`src/rtl/ip_tx_arbiter.sv`:
```
// ip_tx_arbiter
//   Arbitrates two frame sources (ch0 = UDP, ch1 = ICMP) onto a single
//   IP TX byte path. A request is granted from IDLE. The granted channel's
//   byte stream is then forwarded with one cycle of latency. After each
//   frame, or after a grant timeout, a fixed idle gap is inserted before
//   the next arbitration.
//
//   Build option: define IP_TX_ARB_RR_EN for round-robin tie breaking.
//   Otherwise ch0 wins ties (fixed priority).
//
// Parameters
//   P_GAP_CYCLES     idle cycles after each frame's last byte
//   P_GRANT_TIMEOUT  cycles a granted channel may wait before its first byte
//
// Ports
//   i_clk, i_rst                  clock, asynchronous active-high reset
//   i_chN_req / o_chN_grant       request / grant handshake, N = 0, 1
//   i_chN_type/_data/_len/_last/_valid   channel N frame stream
//   o_ip_type/_data/_len/_last/_valid    stream toward IP TX
//   o_busy                        arbiter not in IDLE
//   o_timeout_err                 one-cycle pulse on grant timeout
module ip_tx_arbiter #(
    parameter int unsigned P_GAP_CYCLES    = 12,
    parameter int unsigned P_GRANT_TIMEOUT = 2048
) (
    input  logic        i_clk,
    input  logic        i_rst,
    input  logic        i_ch0_req,
    output logic        o_ch0_grant,
    input  logic [7:0]  i_ch0_type,
    input  logic [7:0]  i_ch0_data,
    input  logic [15:0] i_ch0_len,
    input  logic        i_ch0_last,
    input  logic        i_ch0_valid,
    input  logic        i_ch1_req,
    output logic        o_ch1_grant,
    input  logic [7:0]  i_ch1_type,
    input  logic [7:0]  i_ch1_data,
    input  logic [15:0] i_ch1_len,
    input  logic        i_ch1_last,
    input  logic        i_ch1_valid,
    output logic [7:0]  o_ip_type,
    output logic [7:0]  o_ip_data,
    output logic [15:0] o_ip_len,
    output logic        o_ip_last,
    output logic        o_ip_valid,
    output logic        o_busy,
    output logic        o_timeout_err
);

    localparam int unsigned DATA_W = 8;
    localparam int unsigned LEN_W  = 16;
    localparam logic [31:0] GRANT_TO = 32'(P_GRANT_TIMEOUT);
    localparam logic [31:0] GAP_LEN  = 32'(P_GAP_CYCLES);

    typedef enum logic [1:0] {
        S_IDLE  = 2'd0,
        S_GRANT = 2'd1,
        S_XFER  = 2'd2,
        S_GAP   = 2'd3
    } state_t;

    // Counters stick at all-ones instead of wrapping.
    function automatic logic [15:0] sat_inc(input logic [15:0] v);
        return (v == 16'hFFFF) ? v : v + 16'd1;
    endfunction

    state_t              state_q, state_d;
    logic                owner_q, owner_d;
    logic [1:0]          grant_q, grant_d;
    logic [15:0]         wait_cnt_q, wait_cnt_d;
    logic [15:0]         gap_cnt_q, gap_cnt_d;
    logic                timeout_q, timeout_d;
    logic [DATA_W-1:0]   type_p1, type_d;
    logic [DATA_W-1:0]   data_p1, data_d;
    logic [LEN_W-1:0]    len_p1, len_d;
    logic                last_p1, last_d;
    logic                vld_p1, vld_d;

    // ---- stage p0: select the granted channel's inputs ----
    logic                req_p0, vld_p0, last_p0;
    logic [DATA_W-1:0]   type_p0, data_p0;
    logic [LEN_W-1:0]    len_p0;
    logic                winner;
    logic                any_req;
    logic                wait_expired, gap_expired;

    assign req_p0  = owner_q ? i_ch1_req   : i_ch0_req;
    assign vld_p0  = owner_q ? i_ch1_valid : i_ch0_valid;
    assign last_p0 = owner_q ? i_ch1_last  : i_ch0_last;
    assign type_p0 = owner_q ? i_ch1_type  : i_ch0_type;
    assign data_p0 = owner_q ? i_ch1_data  : i_ch0_data;
    assign len_p0  = owner_q ? i_ch1_len   : i_ch0_len;

    assign any_req      = i_ch0_req | i_ch1_req;
    assign wait_expired = ({16'd0, wait_cnt_q} + 32'd1) >= GRANT_TO;
    assign gap_expired  = ({16'd0, gap_cnt_q} + 32'd1) >= GAP_LEN;

`ifdef IP_TX_ARB_RR_EN
    logic last_win_q, last_win_d;
    // On a tie the channel that was not granted last time wins.
    assign winner = (i_ch0_req && i_ch1_req) ? ~last_win_q : i_ch1_req;
`else
    assign winner = ~i_ch0_req;
`endif

    // State register
    always_ff @(posedge i_clk or posedge i_rst) begin
        if (i_rst) begin
            state_q <= S_IDLE;
        end else begin
            state_q <= state_d;
        end
    end

    // Next-state logic
    always_comb begin
        state_d = state_q;
        case (state_q)
            S_IDLE: begin
                if (any_req) state_d = S_GRANT;
            end
            S_GRANT: begin
                if (vld_p0)            state_d = last_p0 ? S_GAP : S_XFER;
                else if (!req_p0)      state_d = S_IDLE;
                else if (wait_expired) state_d = S_GAP;
            end
            S_XFER: begin
                if (vld_p0 && last_p0) state_d = S_GAP;
            end
            S_GAP: begin
                if (gap_expired) state_d = S_IDLE;
            end
            default: state_d = S_IDLE;
        endcase
    end

    // Output / datapath next values
    always_comb begin
        grant_d    = grant_q;
        owner_d    = owner_q;
        timeout_d  = 1'b0;
        wait_cnt_d = 16'd0;
        gap_cnt_d  = 16'd0;
        vld_d      = 1'b0;
        last_d     = 1'b0;
        type_d     = type_p1;
        data_d     = data_p1;
        len_d      = len_p1;
`ifdef IP_TX_ARB_RR_EN
        last_win_d = last_win_q;
`endif
        // Any valid byte of the owner is forwarded in GRANT or XFER.
        if ((state_q == S_GRANT || state_q == S_XFER) && vld_p0) begin
            vld_d  = 1'b1;
            last_d = last_p0;
            type_d = type_p0;
            data_d = data_p0;
            len_d  = len_p0;
        end
        case (state_q)
            S_IDLE: begin
                if (any_req) begin
                    grant_d = winner ? 2'b10 : 2'b01;
                    owner_d = winner;
`ifdef IP_TX_ARB_RR_EN
                    last_win_d = winner;
`endif
                end
            end
            S_GRANT: begin
                if (vld_p0) begin
                    if (last_p0) grant_d = 2'b00;
                end else if (!req_p0) begin
                    grant_d = 2'b00;
                end else if (wait_expired) begin
                    grant_d   = 2'b00;
                    timeout_d = 1'b1;
                end else begin
                    wait_cnt_d = sat_inc(wait_cnt_q);
                end
            end
            S_XFER: begin
                // Grant drops on the same edge that launches o_ip_last.
                if (vld_p0 && last_p0) grant_d = 2'b00;
            end
            S_GAP: begin
                if (!gap_expired) gap_cnt_d = sat_inc(gap_cnt_q);
            end
            default: ;
        endcase
    end

    // ---- stage p1: registered outputs toward IP TX ----
    always_ff @(posedge i_clk or posedge i_rst) begin
        if (i_rst) begin
            grant_q    <= 2'b00;
            owner_q    <= 1'b0;
            timeout_q  <= 1'b0;
            wait_cnt_q <= 16'd0;
            gap_cnt_q  <= 16'd0;
            vld_p1     <= 1'b0;
            last_p1    <= 1'b0;
            type_p1    <= '0;
            data_p1    <= '0;
            len_p1     <= '0;
        end else begin
            grant_q    <= grant_d;
            owner_q    <= owner_d;
            timeout_q  <= timeout_d;
            wait_cnt_q <= wait_cnt_d;
            gap_cnt_q  <= gap_cnt_d;
            vld_p1     <= vld_d;
            last_p1    <= last_d;
            type_p1    <= type_d;
            data_p1    <= data_d;
            len_p1     <= len_d;
        end
    end

`ifdef IP_TX_ARB_RR_EN
    always_ff @(posedge i_clk or posedge i_rst) begin
        if (i_rst) begin
            last_win_q <= 1'b1;
        end else begin
            last_win_q <= last_win_d;
        end
    end
`endif

    assign o_ch0_grant   = grant_q[0];
    assign o_ch1_grant   = grant_q[1];
    assign o_ip_type     = type_p1;
    assign o_ip_data     = data_p1;
    assign o_ip_len      = len_p1;
    assign o_ip_last     = last_p1;
    assign o_ip_valid    = vld_p1;
    assign o_busy        = (state_q != S_IDLE);
    assign o_timeout_err = timeout_q;

endmodule

```
`config.mk`:
```
export PLATFORM = sky130hd
export DESIGN_NAME = ip_tx_arbiter
export DESIGN_NICKNAME = d
export VERILOG_FILES = /design/src/rtl/ip_tx_arbiter.sv
export SDC_FILE = /design/constraint.sdc
export NUM_CORES = 1
export LEC_CHECK = 0
export CORE_UTILIZATION = 50
export CTS_CLUSTER_SIZE = 28
export DETAILED_ROUTE_END_ITERATION = 12
export MAX_ROUTING_LAYER = met4
export PLACE_DENSITY = 0.95
export SLEW_MARGIN = 20
export SYNTH_ARGS = -nofsm -noshare
export SYNTH_HDL_FRONTEND = slang
export SYNTH_SLANG_ARGS = --single-unit
```
`constraint.sdc`:
```
create_clock -name i_clk -period 5.4 [get_ports i_clk]
set_input_delay 1.08 -clock i_clk [delete_from_list [all_inputs] [get_ports i_clk]]
set_output_delay 1.08 -clock i_clk [all_outputs]
set_load 0.005 [all_outputs]
```
======== Yosys cells after proc, flatten, opt, wreduce, memory -nomap -nowiden ========
Index checks and enable logic that the tools add are counted.
storage, ports and cells
  logic and storage cells ................. 76
  bits in registers ....................... 72
  input port bits ......................... 72
  output and inout port bits .............. 38
operators by class
  order comparisons ....................... 2
  muxes and demuxes ....................... 36
  $add $sub $neg .......................... 4
  reductions and logical operators ........ 9
  bitwise gates (word level) .............. 2
  eq/ne operators ......................... 12
operators by type and width
  cell                                                                                   count
  16-bit two-way mux                                                                     9
  16-bit by 1-bit adder with 17-bit output, second input constant                        2
  16-bit by 1-bit adder with 16-bit output, second input constant                        2
  16-bit == test, second input constant                                                  2
  2-bit two-way mux                                                                      13
  17-bit by 12-bit greater-or-equal comparator with 1-bit output, second input constant  1
  17-bit by 4-bit greater-or-equal comparator with 1-bit output, second input constant   1
  8-bit two-way mux                                                                      2
  1-bit two-way mux                                                                      10
  2-bit one-hot mux with 4 select lines                                                  1
  2-bit != test, second input constant                                                   3
  3-bit != test, second input constant                                                   2
  2-bit one-hot mux with 3 select lines                                                  1
  5-bit != test, second input constant                                                   1
  5-bit AND reduction                                                                    1
  2-bit == test, second input constant                                                   2
  4-bit != test, second input constant                                                   1
  4-bit AND reduction                                                                    1
  3-bit nonzero test                                                                     1
  2-bit by 1-bit == test with 1-bit output, second input constant                        1
  1-bit logical AND                                                                      2
  2-bit logical NOT                                                                      1
  2-bit AND reduction                                                                    1
  2-bit nonzero test                                                                     1
  other kinds (3)                                                                        3

======== Depth between registers and ports, before layout ========
  depth after elaboration ................. 6
  gate-level depth with buffers ........... 9
  gate-level depth less buffers ........... 8

======== Least setup slack after synthesis ========
Ideal clock, no wire load.
  kind .................................... register to register
  start ................................... reg wait_cnt_q[0]
  end ..................................... reg grant_q[0]
  buffers on the path ..................... 1
  data arrival time ....................... 2267 ps
  clock period less this slack ............ 2393 ps
  stages on the path, launching flop included .. 10
  path slack .............................. 3007 ps
  required time ........................... 5275 ps
  setup time .............................. 125 ps
  path through ............................ dfrtp_1 -> ha_1 -> nand2_1 -> or4_1 -> a22oi_1 -> nand4_1 -> or2_1 -> buf_6 -> and3_4 -> mux2_4
between the ends
  longest elaborated chain between the ends .. 4
ends and longest elaborated chain
  what                                                            line  RTL
  from (decl)                                                     71    logic [15:0] wait_cnt_q, wait_cnt_d;
  from (signal assigned)                                          211   wait_cnt_q <= wait_cnt_d;
  16-bit by 1-bit adder with 17-bit output                        96    assign wait_expired = ({16'd0, wait_cnt_q} + 32'd1) >= GRANT_TO;
  17-bit by 12-bit greater-or-equal comparator with 1-bit output  96
  4-bit != test (no source line)                                  -
  5-bit AND reduction (no source line)                            -
  to (signal assigned)                                            208   grant_q <= grant_d;
  to (decl)                                                       70    logic [1:0] grant_q, grant_d;
No other way between the ends.
A chain may end at the register's enable or synchronous reset.

==> flow_summary.toml <==
[status]
outcome = "finished, final reports clean"

[detailed_routing]
vias_per_cell = 5.51
dr.pass1.iters = 4
drc_errors = 0
dr_total_vias = 3142
wl_per_cell_um = 16.0
antenna_left = 0
drt_iter0_markers = 217
totalWireLength_um = 9120

[timing]
tightest_slew_ns = 1.04
setup_viol = 0
max_freq_mhz = 342
min_period_over_period_pct = 54.1
period_needed_ns = 2.92
relSlewSlack_pct = 30.3
rsz0062_at_grt = "no"
fin_skew_ns = 0.00560
slew_viol_final = 0
setup_tns_ns = 0
hold_viol_final = 0

[finish]
fin_nets = 548
area_delta_synth_final_pct = 40.8
final_util_pct = 72.6
stdcell_count = 570
drive_above_1_share_pct = 6.12
diodes = 0
fillers = 465

[power_and_ir_drop]
peakVddDrop_mv = 0.221
p_total_w = 0.00214
p_per_area_nw_per_um2 = 433
leakagePower_nw = 2.13

[setup_path]
crit_chain = "inv_1, ha_1, inv_1, clkdlybuf4s50_1"
slowest_stage = "clkdlybuf4s50_1"
critPathTopFamily = "buffers and inverters"
start_kind = "flop"
worst-path-buf-inv = 3
critPathKind = "flop to primary output"
cpMostUsedCell = "inv_1"
required_ns = 4.32
cp.arrival_ns = 1.84
cp_slowest_stage_delay_ns = 0.52
path_max_fanout = 5
worst_setup_path_end_kind = "primary output"

[global_route]
grt_util_met2_pct = 47.8
grt.busiest_layer = "met2"
grt_usage_pct = 26.9
antenna_found_initial = 0
grtUsageMet3_pct = 7.12
grt_pass1_vias = 3145
grt_pass1_wl_um = 14500
overflow = 0
grt_use_met1_pct = 28.1
grt_max_degree = 67

[synthesis]
synth_seq_cells = 72
syn_avg_cell_area_um2 = 10.1
syn_area_um2 = 3500
yosysUniqueCellTypes = 43
synthTopCellsByArea = "dfrtp_1 51%, mux2i_1 11%, o21ai_0 5.6%"
synth_top_cell_area_share_pct = 51.4
ys_warn_count = 0
ys_seq_area_share_pct = 51.4
yosysTopAreaCell = "dfrtp_1"
syn-instance-count = 346

[floorplan]
core_region_area_um2 = 6790
fp-row-count = 30
dieArea_um2 = 7350
die_width_um = 85.7
initial_core_util_pct = 51.6
die_h_um = 85.7
ioPinCount = 110

[clocking]
cts_root_buffer = "clkbuf_8"
cts_hold_buf = 0
clock_sinks = 72
clock_latency_ns = 0.35
ctsResizeCount = 0
cts_tree = "yes"
numCtsBuffers = 9
post_cts_buffers = 0
clk_path_buf_depth = 2
h-tree-depth = 3
clk_pin_slew_ns = 0.08

[placement]
place_congestion = 0.902
hpwl_um = 6610
port_buffers = 109
placed_cells = 554

[worst_hold_path]
min_path_type = "flop to flop"

[flow_run]
drv_cap = 0
==> worst paths after layout <==
path	cells past startpoint	from	to	slack [ns]
hold reg to reg	2	o_ip_len[5]$_DFFE_PP0P_	o_ip_len[5]$_DFFE_PP0P_	0.48
max in group asynchronous	3	i_rst	owner_q$_DFFE_PP0P_	3.29
min in group asynchronous	2	i_rst	o_ip_len[7]$_DFFE_PP0P_	1.12
hold / removal	2	o_ip_len[5]$_DFFE_PP0P_	o_ip_len[5]$_DFFE_PP0P_	0.48
setup reg to reg	8	wait_cnt_q[0]$_DFFE_PP0P_	grant_q[1]$_DFFE_PP0P_	2.49
setup / recovery	4	flop	o_busy	2.48
==> tightest hold or removal path, stage by stage (launching register included) <==
cell and delay (ns):
dfrtp_1 0.34, nand2_1 0.05, o21ai_0 0.06
==> layout make-up <==
| class | instances | area, µm² | share of cell area, % |
|---|---|---|---|
| clock inverter | 6 | 67.6 | 1.37 |
| sequential | 72 | 1800 | 36.6 |
| timing repair buffer | 110 | 1100 | 22.3 |
| clock buffer | 10 | 138 | 2.79 |
| inverter | 10 | 37.5 | 0.761 |
| tap | 96 | 120 | 2.44 |
| multi-input combinational | 266 | 1670 | 33.8 |
==> stage by stage <==
step / setup WS, ns / hold WS (ns) / instance area [µm²]
floorplan: 2.50 / 0.473 / 3560
global placement: 2.38 / 0.460 / 4730
detailed placement: 2.28 / 0.469 / 4730
CTS: 2.51 / 0.488 / 4930
global route: 2.31 / 0.508 / 4930
finish: 2.48 / 0.481 / 4930
==> layer usage <==
layer	wire, µm	vias to the layer above
met5	0	-
li1	-	1452
met2	4870	160
met1	3360	1496
met4	298	0
met3	581	34
==> power by group <==
group	total [W]	internal [W]	switching [W]
Sequential	0.000853	0.000692	0.000161
Clock	0.000439	0.000227	0.000211
Combinational	0.000844	0.000481	0.000363
Total	0.00214	0.00140	0.000735
==> flip-flops by register name (all words and copies together), names as in the netlist, 2 cells and up, named ones only <==
register and flops:
o_ip_type 8, grant_q 2, o_ip_data 8, gap_cnt_q 16, o_ip_len 16, wait_cnt_q 16
==> kinds of logic (layout without fill, tap and decap cells) <==
logic type      Yosys count  after routing  synth area share [%]
xor+xnor                 11             11                  2.75
buf+inv                  24            136                  2.79
fa+ha+maj                 7              7                  2.50
simple gates            127            127                  17.8
mux                      44             44                  13.0
flops                    72             72                  51.4
compound gates           60             60                  9.64
other cells               1             17                 0.107
==> cell usage after synthesis <==
| cell type | instances |
|---|---|
| and2_1 | 2 |
| a22oi_1 | 2 |
| nand4_1 | 10 |
| buf_1 | 3 |
| mux2i_1 | 39 |
| o21a_1 | 1 |
| xor2_1 | 6 |
| nor2b_1 | 2 |
| a32oi_1 | 1 |
| mux2_4 | 2 |
| a21oi_1 | 6 |
| o2111ai_1 | 1 |
| or3b_2 | 1 |
| or4_1 | 1 |
| nand4_4 | 1 |
| clkbuf_1 | 10 |
| or3_1 | 2 |
| a31oi_1 | 3 |
| or2_2 | 1 |
| nor2_1 | 23 |
| xnor2_1 | 5 |
| nand2_1 | 49 |
| mux2_2 | 3 |
| nand3_1 | 14 |
| o31ai_1 | 1 |
| buf_6 | 1 |
| o22ai_1 | 2 |
| ha_1 | 7 |
| nand2b_1 | 3 |
| dfrtp_1 | 72 |
| and4_1 | 4 |
| inv_1 | 10 |
| a211o_1 | 1 |
| nor3_1 | 5 |
| nor4_1 | 6 |
| o21ai_0 | 39 |
| or2_1 | 1 |
| a211oi_1 | 1 |
| and3_1 | 1 |
| and3_4 | 1 |
| conb_1 | 1 |
| a41oi_1 | 1 |
| a22o_1 | 1 |
==> cell usage in the layout, fill, tap and decap left out, types with 3 or more instances in the layout <==
master and n:
a31oi_1 3, inv_1 9, o21ai_0 39, mux2i_1 39, and4_1 4, a21oi_1 6
nand3_1 14, nand4_1 10, mux2_2 3, xnor2_1 5, nor3_1 5, ha_1 7
nand2b_1 3, clkbuf_8 10, nor2_1 23, nand2_1 48, dfrtp_1 71, conb_1 17
xor2_1 6, nor4_1 6, clkdlybuf4s50_1 109
No activity file was read; power rests on OpenSTA's default activity.
